<file path="config.mk">
export PLATFORM = sky130hd
export DESIGN_NAME = nibble_add_seq
export DESIGN_NICKNAME = d
export VERILOG_FILES = /design/src/rtl/nibble_add_seq_pkg.sv /design/src/rtl/adder_4.sv /design/src/rtl/nibble_add_seq.sv
export SDC_FILE = /design/constraint.sdc
export NUM_CORES = 1
export LEC_CHECK = 0
export BUFFER_PORTS_ARGS = -buffer_cell sky130_fd_sc_hd__buf_2
export CORE_ASPECT_RATIO = 2
export CORE_MARGIN = 2
export CORE_UTILIZATION = 59
export DETAILED_ROUTE_END_ITERATION = 12
export GPL_ROUTABILITY_DRIVEN = 0
export PLACE_DENSITY = 0.85
export SETUP_SLACK_MARGIN = 0.4
export SYNTH_ARGS = -nofsm -noshare
export SYNTH_HDL_FRONTEND = slang
export SYNTH_SLANG_ARGS = --single-unit
</file>
<file path="constraint.sdc">
create_clock -name clk -period 4.35 [get_ports clk]
set_input_delay 0.87 -clock clk [delete_from_list [all_inputs] [get_ports clk]]
set_output_delay 0.87 -clock clk [all_outputs]
set_load 0.02 [all_outputs]
</file>
<file path="src/rtl/nibble_add_seq_pkg.sv">
// Shared types and constants for the nibble-serial adder/subtractor.
package nibble_add_seq_pkg;

   localparam int unsigned NIB_W = 4;

   typedef enum logic [1:0] {
      ST_IDLE = 2'd0,
      ST_RUN  = 2'd1,
      ST_DONE = 2'd2
   } state_t;

   // Two's-complement overflow from the operand and result sign bits.
   function automatic logic signed_ovf(input logic a_msb, input logic b_msb, input logic s_msb);
      return (a_msb == b_msb) && (s_msb != a_msb);
   endfunction

endpackage

</file>
<file path="src/rtl/adder_4.sv">
// 4-bit carry-lookahead adder slice with group generate/propagate outputs.
module adder_4
   import nibble_add_seq_pkg::*;
(
   input  logic [NIB_W-1:0] a,
   input  logic [NIB_W-1:0] b,
   input  logic             cin,
   output logic [NIB_W-1:0] f,
   output logic             c3,
   output logic             gm,
   output logic             pm
);

   logic [NIB_W-1:0] g;
   logic [NIB_W-1:0] p;
   logic [NIB_W:0]   c;

   assign g = a & b;
   assign p = a ^ b;

   // Lookahead carries, each expanded directly from cin.
   assign c[0] = cin;
   assign c[1] = g[0] | (p[0] & cin);
   assign c[2] = g[1] | (p[1] & g[0]) | (p[1] & p[0] & cin);
   assign c[3] = g[2] | (p[2] & g[1]) | (p[2] & p[1] & g[0]) | (p[2] & p[1] & p[0] & cin);
   assign c[4] = gm | (pm & cin);

   assign gm = g[3] | (p[3] & g[2]) | (p[3] & p[2] & g[1]) | (p[3] & p[2] & p[1] & g[0]);
   assign pm = &p;

   assign f  = p ^ c[NIB_W-1:0];
   assign c3 = c[4];

endmodule

</file>
<file path="src/rtl/nibble_add_seq.sv">
// Multi-cycle WIDTH-bit add/sub that reuses one 4-bit slice, LS nibble first.
module nibble_add_seq
   import nibble_add_seq_pkg::*;
#(
   parameter int unsigned WIDTH = 16
) (
   input  logic             clk,
   input  logic             rst,
   input  logic             start,
   input  logic             sub,
   input  logic [WIDTH-1:0] a,
   input  logic [WIDTH-1:0] b,
   output logic             busy,
   output logic             done,
   output logic [WIDTH-1:0] sum,
   output logic             cout,
   output logic             ovf
);

   localparam int unsigned N     = WIDTH / NIB_W;
   localparam int unsigned IDX_W = $clog2(N);

   state_t             state;
   logic [IDX_W-1:0]   idx;
   logic               carry;
   logic [WIDTH-1:0]   a_r;
   logic [WIDTH-1:0]   b_r;
   logic [NIB_W-1:0]   nib_a;
   logic [NIB_W-1:0]   nib_b;
   logic [NIB_W-1:0]   f;
   logic               c3;
   logic               gm_unused;
   logic               pm_unused;
   logic               last;

   assign nib_a = a_r[NIB_W*idx +: NIB_W];
   assign nib_b = b_r[NIB_W*idx +: NIB_W];
   assign last  = (idx == IDX_W'(N - 1));

   adder_4 u_slice (
      .a   (nib_a),
      .b   (nib_b),
      .cin (carry),
      .f   (f),
      .c3  (c3),
      .gm  (gm_unused),
      .pm  (pm_unused)
   );

   // Controller, operand/carry registers and progressively written result.
   always_ff @(posedge clk) begin
      if (rst) begin
         state <= ST_IDLE;
         idx   <= '0;
         carry <= 1'b0;
         a_r   <= '0;
         b_r   <= '0;
         busy  <= 1'b0;
         done  <= 1'b0;
         sum   <= '0;
         cout  <= 1'b0;
         ovf   <= 1'b0;
      end else begin
         case (state)
            ST_IDLE: begin
               done <= 1'b0;
               if (start) begin
                  a_r   <= a;
                  b_r   <= sub ? ~b : b;
                  carry <= sub;
                  idx   <= '0;
                  busy  <= 1'b1;
                  state <= ST_RUN;
               end
            end
            ST_RUN: begin
               sum[NIB_W*idx +: NIB_W] <= f;
               carry                   <= c3;
               if (last) begin
                  idx   <= '0;
                  cout  <= c3;
                  ovf   <= signed_ovf(a_r[WIDTH-1], b_r[WIDTH-1], f[NIB_W-1]);
                  busy  <= 1'b0;
                  done  <= 1'b1;
                  state <= ST_DONE;
               end else begin
                  idx <= idx + IDX_W'(1);
               end
            end
            ST_DONE: begin
               done  <= 1'b0;
               state <= ST_IDLE;
            end
            default: begin
               busy  <= 1'b0;
               done  <= 1'b0;
               state <= ST_IDLE;
            end
         endcase
      end
   end

endmodule

</file>
**Word-level counts from Yosys, hierarchy flattened**

Cells that the tools add are included.

- Bitwise gates (word level): 31
- Shift-type cells: 4
- Reduce and logical (&&, ||, !) cells: 10
- Multiplexer cells: 13
- Add/sub/neg operators: 2
- Equality and inequality tests: 7

Operators by type and width:

| operator | count |
|---|---|
| 4-bit negator with 34-bit output | 1 |
| 4-bit by 34-bit variable shift with 16-bit output (first input constant) | 1 |
| 4-bit by 34-bit variable part select with 16-bit output | 1 |
| 16-bit by 5-bit variable part select with 4-bit output | 2 |
| 16-bit bitwise mux | 1 |
| 16-bit 2-to-1 mux | 1 |
| 16-bit NOT | 1 |
| 1-bit bitwise AND | 15 |
| 1-bit OR | 10 |
| 2-bit 2-to-1 mux | 4 |
| 2-bit case mux with 2 select lines | 2 |
| 2-bit AND reduction | 4 |
| 4-bit XOR | 2 |
| 4-bit bitwise AND | 1 |
| 2-bit == test (second input constant) | 2 |
| 2-bit != test (second input constant) | 2 |
| 4-bit AND reduction | 1 |
| 1-bit 2-to-1 mux | 3 |
| 1-bit case mux with 3 select lines | 1 |
| 3-bit AND reduction | 1 |
| 2-bit by 1-bit adder with 2-bit output (second input constant) | 1 |
| 2-bit by 1-bit == test with 1-bit output (second input constant) | 1 |
| 2-bit logical NOT | 1 |
| 1-bit NOT | 2 |
| 6 further kinds | 6 |

- Output and inout bits: 20
- Bits of input ports: 36
- Flip-flop bits (word level): 57
- Logic and storage cells: 77

**Logic depth before layout (Yosys ltp)**

Gate-level depths: netlist (run 1).

- Depth in word-level cells: 9
- Gate-level depth with buffers: 7
- Mapped depth without buffers: 6

**Hierarchy**

Synthesis (run 1) repeated with hierarchy kept, for this count alone.

- Cell total of the unflattened synthesis: 301
- Area total of the unflattened synthesis: 2783.9 um2

Modules (own cells, without submodules):

| module | cells an instance | sequential area each (um2) | times used | area an instance (um2) |
|---|---|---|---|---|
| nibble_add_seq | 279 | 1141.1 | 1 | 2590.0 |
| adder_4 | 22 | 0.0 | 1 | 193.9 |

**Worst setup path after synthesis (run 1)**

OpenSTA, ideal clock, no wires.

- Path type: register to register
- Start point: register idx[0]
- End point: register sum[10]
- Library setup time: 128 ps
- Arrival time: 2396 ps
- Required time: 4222 ps
- Period minus slack after synthesis: 2524 ps
- Path slack: 1826 ps
- Stages on the path, launching flop included: 8
- Path through: dfxtp_1 buf_2 mux4_2 ha_1 a21o_1 a211o_1 a32oi_1 nor2_1

- Cells in the longest elaborated chain, start to end: 9
- Elaborated cells on any way between the ends: 24

RTL lines:

| what | RTL line | RTL |
|---|---|---|
| start, declared | nibble_add_seq.sv:24 | `logic [IDX_W-1:0] idx;` |
| start signal, assigned | nibble_add_seq.sv:87 | `idx <= idx + IDX_W'(1);` |
| 16-bit by 5-bit variable part select with 4-bit output, on equally long branches | nibble_add_seq.sv:36, nibble_add_seq.sv:37 |  |
| 4-bit XOR / 4-bit bitwise AND (equally long branches) | adder_4.sv:19, adder_4.sv:18 |  |
| 1-bit bitwise AND | adder_4.sv:25 | `assign c[3] = g[2] \| (p[2] & g[1]) \| (p[2] & p[1] & g[0]) \| (p[2] & p[1] & p[0] & cin);` |
| 1-bit OR / 1-bit bitwise AND (equally long branches) (2 in a row) | adder_4.sv:25 |  |
| 1-bit OR | adder_4.sv:25 |  |
| 4-bit XOR | adder_4.sv:31 | `assign f = p ^ c[NIB_W-1:0];` |
| 4-bit by 34-bit variable part select with 16-bit output | nibble_add_seq.sv:77 | `sum[NIB_W*idx +: NIB_W] <= f;` |
| 16-bit bitwise mux * | nibble_add_seq.sv:77 |  |
| end signal, assigned | nibble_add_seq.sv:60 | `sum <= '0;` |
| end signal, assigned by index | nibble_add_seq.sv:77 |  |
| end, declared | nibble_add_seq.sv:15 | `output logic [WIDTH-1:0] sum,` |

Mark *: on every way between the ends. The rest lies on a longest branch, timed or not.
A chain may end at the register's enable or synchronous reset.

**Worst setup path in the final report (run 1)**

- Start point: register idx[0]
- End point: register ovf

- Cells in the longest elaborated chain, start to end: 9
- Elaborated cells on any way between the ends: 17

RTL lines:

| what | RTL line | RTL |
|---|---|---|
| 16-bit by 5-bit variable part select with 4-bit output, on equally long branches | nibble_add_seq.sv:36, nibble_add_seq.sv:37 |  |
| 4-bit XOR / 4-bit bitwise AND (equally long branches) | adder_4.sv:19, adder_4.sv:18 |  |
| 1-bit bitwise AND | adder_4.sv:25 |  |
| 1-bit OR / 1-bit bitwise AND (equally long branches) (2 in a row) | adder_4.sv:25 |  |
| 1-bit OR | adder_4.sv:25 |  |
| 4-bit XOR | adder_4.sv:31 |  |
| 1-bit != test | nibble_add_seq_pkg.sv:14 | `return (a_msb == b_msb) && (s_msb != a_msb);` |
| 1-bit logical AND | nibble_add_seq_pkg.sv:14 |  |
| end signal, assigned | nibble_add_seq.sv:82 | `ovf <= signed_ovf(a_r[WIDTH-1], b_r[WIDTH-1], f[NIB_W-1]);` |
| end, declared | nibble_add_seq.sv:17 | `output logic ovf` |

Parallel ways exist; a longest one is shown, timed or not.

==> results of run 1 <==
placed cells by master (no fill, tap or decap), types with 2 or more instances in the layout:
cell / n
dfxtp_1: 57
buf_2: 55
nand2_1: 40
nor2_1: 38
a21oi_1: 25
a211oi_1: 17
xnor2_1: 16
clkbuf_8: 12
ha_1: 11
mux4_2: 8
a22oi_1: 8
nand4_1: 5
nand3b_4: 4
a32oi_1: 4
inv_1: 3
nand2b_1: 3
nor4b_4: 3
or2_1: 2
nand3_1: 2
a21o_1: 2
nor2b_1: 2
nor3_1: 2
clkinv_2: 2
worst paths after layout:
path,from,end,slack (ns),cells past startpoint
worst max-delay path,idx[0],ovf,1.44,6
worst min-delay path,sum[3],sum[3],0.45,2
worst min register to register,sum[3],sum[3],0.45,2
worst max register to register,idx[0],ovf,1.44,6
cell usage after synthesis (2+ instances only):
cell / number
a32oi_1: 4
nand2b_1: 3
dfxtp_1: 57
or2_1: 2
clkbuf_1: 7
buf_2: 7
ha_1: 11
nand2_1: 40
nor3_1: 2
a211oi_1: 17
nor2_1: 38
nand3b_4: 4
xnor2_1: 16
a22oi_1: 8
nand4_1: 5
mux4_2: 8
nand3_1: 2
inv_1: 3
nor2b_1: 2
a21oi_1: 25
a21o_1: 2
buf_4: 2
buf_6: 2
nor4b_4: 3
through the flow:
step / hold WS [ns] / util [%] / worst slack [ns]
detailed placement: 0.4402 / 66.20 / 1.451
CTS: 0.4496 / 70.37 / 1.432
global placement: 0.4389 / 66.20 / 1.552
floorplan: 0.4331 / - / 1.826
finish: 0.4480 / 70.37 / 1.435
global route: 0.4715 / 70.37 / 1.288
power groups by stage:
stage,Combinational [mW],Sequential (mW),Clock (mW)
5_1_grt,0.213,0.582,0.492
2_1_floorplan,0.156,0.578,0
4_1_cts,0.192,0.579,0.474
3_5_place_dp,0.191,0.591,0
6_report,0.191,0.579,0.467
3_3_place_gp,0.185,0.589,0
registers in the layout, indices dropped and copies added, names as in the netlist:
name   count
a_r       16
b_r       16
busy       1
carry      1
cout       1
done       1
idx        2
ovf        1
state      2
sum       16
layout make-up:
class / count / area, um^2 / area share [%]
Clock buffer: 12 / 165.2 / 5.104
Clock inverter: 4 / 26.28 / 0.8121
Inverter: 4 / 15.01 / 0.4640
Multi-Input combinational cell: 208 / 1536 / 47.49
Sequential cell: 57 / 1141 / 35.27
Tap cell: 55 / 68.82 / 2.127
Timing Repair Buffer: 56 / 282.8 / 8.739
kinds of logic after synthesis:
| family | count (synthesis) | share of synthesized area (%) |
|---|---|---|
| DFF | 57 | 40.88 |
| and+or+nand+nor | 107 | 22.19 |
| muxes | 8 | 6.454 |
| buffers and inverters | 22 | 4.079 |
| adders and majority gates | 12 | 5.648 |
| xor gates and xnor gates | 17 | 5.334 |
| AOI/OAI and AO/OA | 64 | 15.42 |
layer usage:
layer	track usage, %	vias up	wire, um
met4	18.54	0	322
met1	23.98	1013	2119
met5	0	-	0
met2	44.71	66	3235
met3	6.932	23	222
li1	-	1120	-
critical path: cells and delay by family (launching register included):
| kind | cells | cell delay (ns) |
|---|---|---|
| muxes | 1 | 0.65 |
| AOI/OAI and AO/OA | 4 | 0.93 |
| adders and majority gates | 1 | 0.38 |
| DFF | 1 | 0.85 |
==> results.md, run 1 <==
- Vias in the first global route: between 2,000 and 2,500
- Ys Warns: 0
- Slew Limit Fails: 0
- Worst Path Arrival: 3.15 ns
- Total track usage: ~25%
- Remaining DRCs: 0
- Setup TNS: 0 ns
- Critical path class: reg2reg
- Row count: 35
- Initial antenna violation count: 0
- Run status: completed
- Initial Util: 60.71%
- Die W: 52.64 um
- Netlist Area Pre-Place: 2791 um^2
- Area Overhead vs Synth: 15.91%
- Vias per cell: 5.611
- Crit-path cells: mux4_2, ha_1, a211oi_2, o21ai_2, a31o_1, a311oi_1
- Relative slew slack: roughly 34%
- Gates resized, CTS repair: 0
- Wire per inst: between 10 and 15 um
- Placed cell areas: 3044 um^2
- Pwr Density: 382.2 nW/um^2
- Final hold vios: 0
- Total Routed Length: 5898 um
- Pint: 0.8869 mW
- Post-DP HPWL: 4446 um
- Core ar.: 4598 um^2
- Synth top area share: 40.88%
- Inst Count DP: 380
- Fin cells: 396
- Tot Pwr: 1.237 mW
- Worst Path Required: 4.59 ns
- N_diodes: 0
- Routed via count: between 2,000 and 2,500
- CTS tree: built
- Clock-pin slew reported for the worst setup and hold paths after clock tree synthesis: 0.07 ns
- RSZ-0062 raised after global routing: false
- Slew @ Worst Pin: 0.9871 ns
- Sw Share: 28.29%
- ANT nets after route: 0
- Die Ht: 101.3 um
- Synth Flop Type: dfxtp_1
- Synth top area cells: dfxtp_1 (41%), mux4_2 (6.5%), nand2_1 (5.4%), nor2_1 (5.1%), xnor2_1 (5.0%)
- Post-synthesis cell count: 287
- Sequential power share: 46.8%
- Critical-path top delay cell: dfxtp_1
- Avg Inst Size Synth: between 9 and 10 um^2
- Unique masters post-synth: 41
- Fin crit share: 67.01%
- Proportion of layout cells with a drive suffix above 1: 27.86%
- # fillers: 396
- CTS buffer count: 9
- Max cap viols: 0
- Min Tclk post-route: 2.915 ns
- Worst Setup Start Kind: flip-flop
- Clock Root Buffer: clkbuf_8
- Min-delay worst type: reg2reg
- Sink Count: 57
- Setup Skew: 0.007686 ns
- Sequential area share after synthesis: between 40% and 50%
- Worst VDD drop: approximately 360 uV
- Post-Syn Nets: 335
- Fmax: 0.3431 GHz
- Crit-path max FO: 14
- GRT Residual Overflow: 0
- Clk Latency, worst-skew pair: 0.34 ns
- # Post-CTS Setup Buffers: 0
- I/O pins: 56
- Largest net degree at the start of global routing: 58
- Clock Path Buffers: 2
- Leakage power: 1.416 nW
- First-pass GRT wire length: 9749 um
- # nets final: 384
- Leading area contributor after synthesis: dfxtp_1
- Max H-tree Level: 3
- Die footprint: 5331 um^2
- Setup-failing EPs final: 0
- Number of flops mapped to enable cells by yosys: 0
- Combinational group share of total power: 15.5%
- Sw power: 0.3499 mW
- Crit end category: flip-flop
- Crit path largest cell delay: 0.85 ns
- Hold Buf Count CTS: 0
- Final instance area: 3236 um^2
- Pre-antenna DRT Iters: 4
- I/O Buffers: 55
- First DRT Iteration DRCs: 50
- Clock Power Share: 37.7%
- Async SR Flop Fraction: 0%
- Yosys reg bits: 57
Power figures use the tool's default switching activity.
==> run 2: changes to the inputs <==
ABC_AREA = 1   (was unset)
CORE_UTILIZATION = 49   (was 59)
PLACE_DENSITY = 0.75   (was 0.85)
clock period = 2.4 ns   (was 4.35 ns; I/O delays follow)
==> results.md, run 2 <==
- Relative slew slack: 66.16% (was 34.19%)
- Pre-antenna DRT Iters: 4 (unchanged)
- First-pass GRT wire length: 10,720 um (was 9749 um)
- Total Routed Length: 7182 um (was 5898 um)
- Inst Count DP: 444 (was 380)
- Synth Flop Type: dfxtp_1 (unchanged)
- Fmax: 0.4557 GHz (was 0.3431 GHz)
- M1 WL: 2447 um (was 2119 um)
- Proportion of layout cells with a drive suffix above 1: 36.89% (was 27.86%)
- Mux cell area share after synthesis: 0% (was 6.455%)
- Avg Inst Size Synth: 8.109 um^2 (was 9.726 um^2)
- Worst Path Arrival: 2.47 ns (was 3.15 ns)
- Clock Root Buffer: clkbuf_8 (unchanged)
- Die footprint: 6332 um^2 (was 5331 um^2)
- Vias in the first global route: 2,428 (was 2,166)
- Most frequent cell after synthesis: nor2_1 (was dfxtp_1)
- Crit end category: flip-flop (unchanged)
- Unique masters post-synth: 31 (was 41)
- Async SR Flop Fraction: 0% (unchanged)
- Ys Warns: 0 (unchanged)
- Final hold vios: 0 (unchanged)
- Slew Limit Fails: 0 (unchanged)
- Routed via count: 2,578 (was 2,222)
- Sequential area share after synthesis: 41.03% (was 40.88%)
- Leakage power: 1.485 nW (was 1.416 nW)
- Slew @ Worst Pin: 0.5070 ns (was 0.9871 ns)
- Post-Syn Nets: 391 (was 335)
- Most instantiated cells after synthesis: nor2_1 (74), dfxtp_1 (57), nand2_1 (38) (was dfxtp_1 (57), nand2_1 (40), nor2_1 (38))
- Fin cells: 472 (was 396)
- # nets final: 455 (was 384)
- Clock-pin slew reported for the worst setup and hold paths after clock tree synthesis: 0.06 ns (was 0.07 ns)
- Min Tclk post-route: 2.194 ns (was 2.915 ns)
- Remaining DRCs: 0 (unchanged)
- Min-delay worst type: in2reg (was reg2reg)
- Met2 wire length: 3812 um (was 3235 um)
- Tot Pwr: 2.520 mW (was 1.237 mW)
- Worst Setup Start Kind: flip-flop (unchanged)
- Post-Synth Adder-Cell Area: 5.668% (was 5.648%)
- Crit-path max FO: 7 (was 14)
- Worst Path Required: 2.67 ns (was 4.59 ns)
- Clk Latency, worst-skew pair: 0.34 ns (about the same)
- Core Util, Final: 65.31% (was 70.37%)
- Initial antenna violation count: 0 (unchanged)
- Post-synthesis cell count: 343 (was 287)
- Number of flops mapped to enable cells by yosys: 0 (unchanged)
- N_diodes: 0 (unchanged)
- Vias per cell: 5.462 (was 5.611)
- FF-to-FF setup slack: 0.21 ns (was 1.44 ns)
- Area Overhead vs Synth: 28.38% (was 15.91%)
- Post-DP HPWL: 4878 um (was 4446 um)
- Largest family of logic cells by synthesized area: simple AND/OR/NAND/NOR gates (unchanged)
- Initial Util: 50.87% (was 60.71%)
- Synth top area cells: dfxtp_1 (41%), nor2_1 (10%), o21ai_0 (6.1%), nand2_1 (5.1%), xnor2_1 (5.0%) (was dfxtp_1 (41%), mux4_2 (6.5%), nand2_1 (5.4%), nor2_1 (5.1%), xnor2_1 (5.0%))
- Sink Count: 57 (unchanged)
- Fin crit share: 91.42% (was 67.01%)
- Hold_ws: 0.3959 ns (was 0.4480 ns)
- Leading area contributor after synthesis: dfxtp_1 (unchanged)
- Simple-gate portion of the synthesized area: 22.49% (was 22.19%)
- Max H-tree Level: 3 (unchanged)
- GRT Residual Overflow: 0 (unchanged)
- Die Ht: 110.6 um (was 101.3 um)
- I/O Buffers: 55 (unchanged)
- Die W: 57.28 um (was 52.64 um)
- Hold Buf Count CTS: 0 (unchanged)
- Critical path class: reg2reg (unchanged)
- Post-Synth XOR/XNOR Area: 5.668% (was 5.334%)
- Most common cell after layout, fill and taps aside: nor2_1 (was dfxtp_1)
- Netlist Area Pre-Place: 2781 um^2 (was 2791 um^2)
- Pwr Density: 705.6 nW/um^2 (was 382.2 nW/um^2)
- Commonest cells after routing, fill and taps aside: nor2_1 (69), dfxtp_1 (56), buf_2 (55) (was dfxtp_1 (57), buf_2 (55), nand2_1 (40))
- Top flop regs: a_r: 16 flops, b_r: 16 flops, sum: 16 flops (unchanged)
- First DRT Iteration DRCs: 93 (was 50)
- Max cap viols: 0 (unchanged)
- Worst VDD drop: 551.6 uV (was 358.5 uV)
- Area of the multi-input gates: 1684 um^2 (was 1536 um^2)
- Metal3 WL: 307 um (was 222 um)
- Reg area: 1145 um^2 (was 1141 um^2)
- CTS buffer count: 9 (unchanged)
- Wire per inst: 15.22 um (was 14.89 um)
- RSZ-0062 raised after global routing: true (was false)
- CTS tree: built (unchanged)
- Clock Path Buffers: 2 (unchanged)
- Yosys reg bits: 57 (unchanged)
- Core ar.: 5468 um^2 (was 4598 um^2)
- Synth top area share: 41.03% (was 40.88%)
- Row count: 38 (was 35)
- # fillers: 437 (was 396)
- ANT nets after route: 0 (unchanged)
- Total track usage: 22.19% (was 25.44%)
- Largest net degree at the start of global routing: 51 (was 58)
- Synth Area in Compound Gates: 19.07% (was 15.42%)
- Setup Skew: 0.005914 ns (was 0.007686 ns)
- Setup TNS: 0 ns (unchanged)
- I/O pins: 56 (unchanged)
- Run status: completed (unchanged)
- Max layer used: met4 (unchanged)
- Setup-failing EPs final: 0 (unchanged)
## run 2: cell count changes after synthesis, sizes merged, moves of 5 or more
cell	previous run	this run
nor2	38	81
a22oi	8	3
inv	4	16
o22ai	0	8
nand3	2	9
o21ai	2	34
mux4	8	0
a21oi	25	17
## run 2: logic make-up (layout without fill, tap and decap cells)
logic type	Yosys count	after routing
AND/OR/NAND/NOR	140	140
flip-flops	57	57
AO/OA/AOI/OAI	82	82
buffers and inverters	34	103
adder cells (fa/ha/maj)	12	12
XOR/XNOR	18	18
## run 2: timing repair
| action | in CTS | in global routing |
|---|---|---|
| buffers inserted | 7 | 4 |
| endpoints found under the setup margin | 13 | 17 |
| pin swaps | 9 | 21 |
| resized for setup | 34 | 33 |
| cloned | 1 | 0 |
## run 2: path summary, 6_finish.rpt
| check | startpoint | end | cells past startpoint |
|---|---|---|---|
| worst max-delay path | idx[0] | sum[7] | 13 |
| worst min-delay path | a[15] | a_r[15] | 3 |
| worst max register to register | idx[0] | sum[7] | 13 |
| worst min register to register | sum[2] | sum[2] | 2 |
## run 2: critical path, stage by stage, from the launching register on
cell and delay [ns]:
dfxtp_4 0.40, clkinvlp_4 0.21, buf_6 0.18, buf_6 0.11
buf_6 0.13, o21ai_2 0.14, o22ai_2 0.11, ha_4 0.30
inv_2 0.03, nand3_2 0.08, nand2_4 0.07, nor2_4 0.15
nand3_2 0.10, a21oi_2 0.13
## run 2: metal layers
metal | track usage [%] | vias up
met3 | 5.504 | 49
met4 | 17.52 | 0
met5 | 0 | -
met2 | 40.00 | 86
li1 | - | 1272
met1 | 19.62 | 1171
## run 2: area by class of cell
type	instances	share of cell area [%]
inverter	16	1.857
timing repair buffer	70	11.74
timing repair inverter	1	0.2102
sequential	57	32.06
multi-input combinational	252	47.16
tap	60	2.102
clock inverter	3	0.4205
clock buffer	13	4.450
## run 2: per-stage QoR
step | cell area (um^2) | setup WS [ns]
2_1_floorplan | 2785 | 0.4335
3_3_place_gp | 3057 | 0.2043
3_5_place_dp | 3057 | 0.1353
4_1_cts | 3383 | 0.3699
5_1_grt | 3571 | 0.1297
6_report | 3571 | 0.2058
## run 2: power breakdown
group	internal [mW]	leakage, nW	switching (mW)	total (mW)
combinational	0.290	0.923	0.391	0.681
sequential	1.01	0.469	0.0489	1.06
clock	0.426	0.0932	0.357	0.782
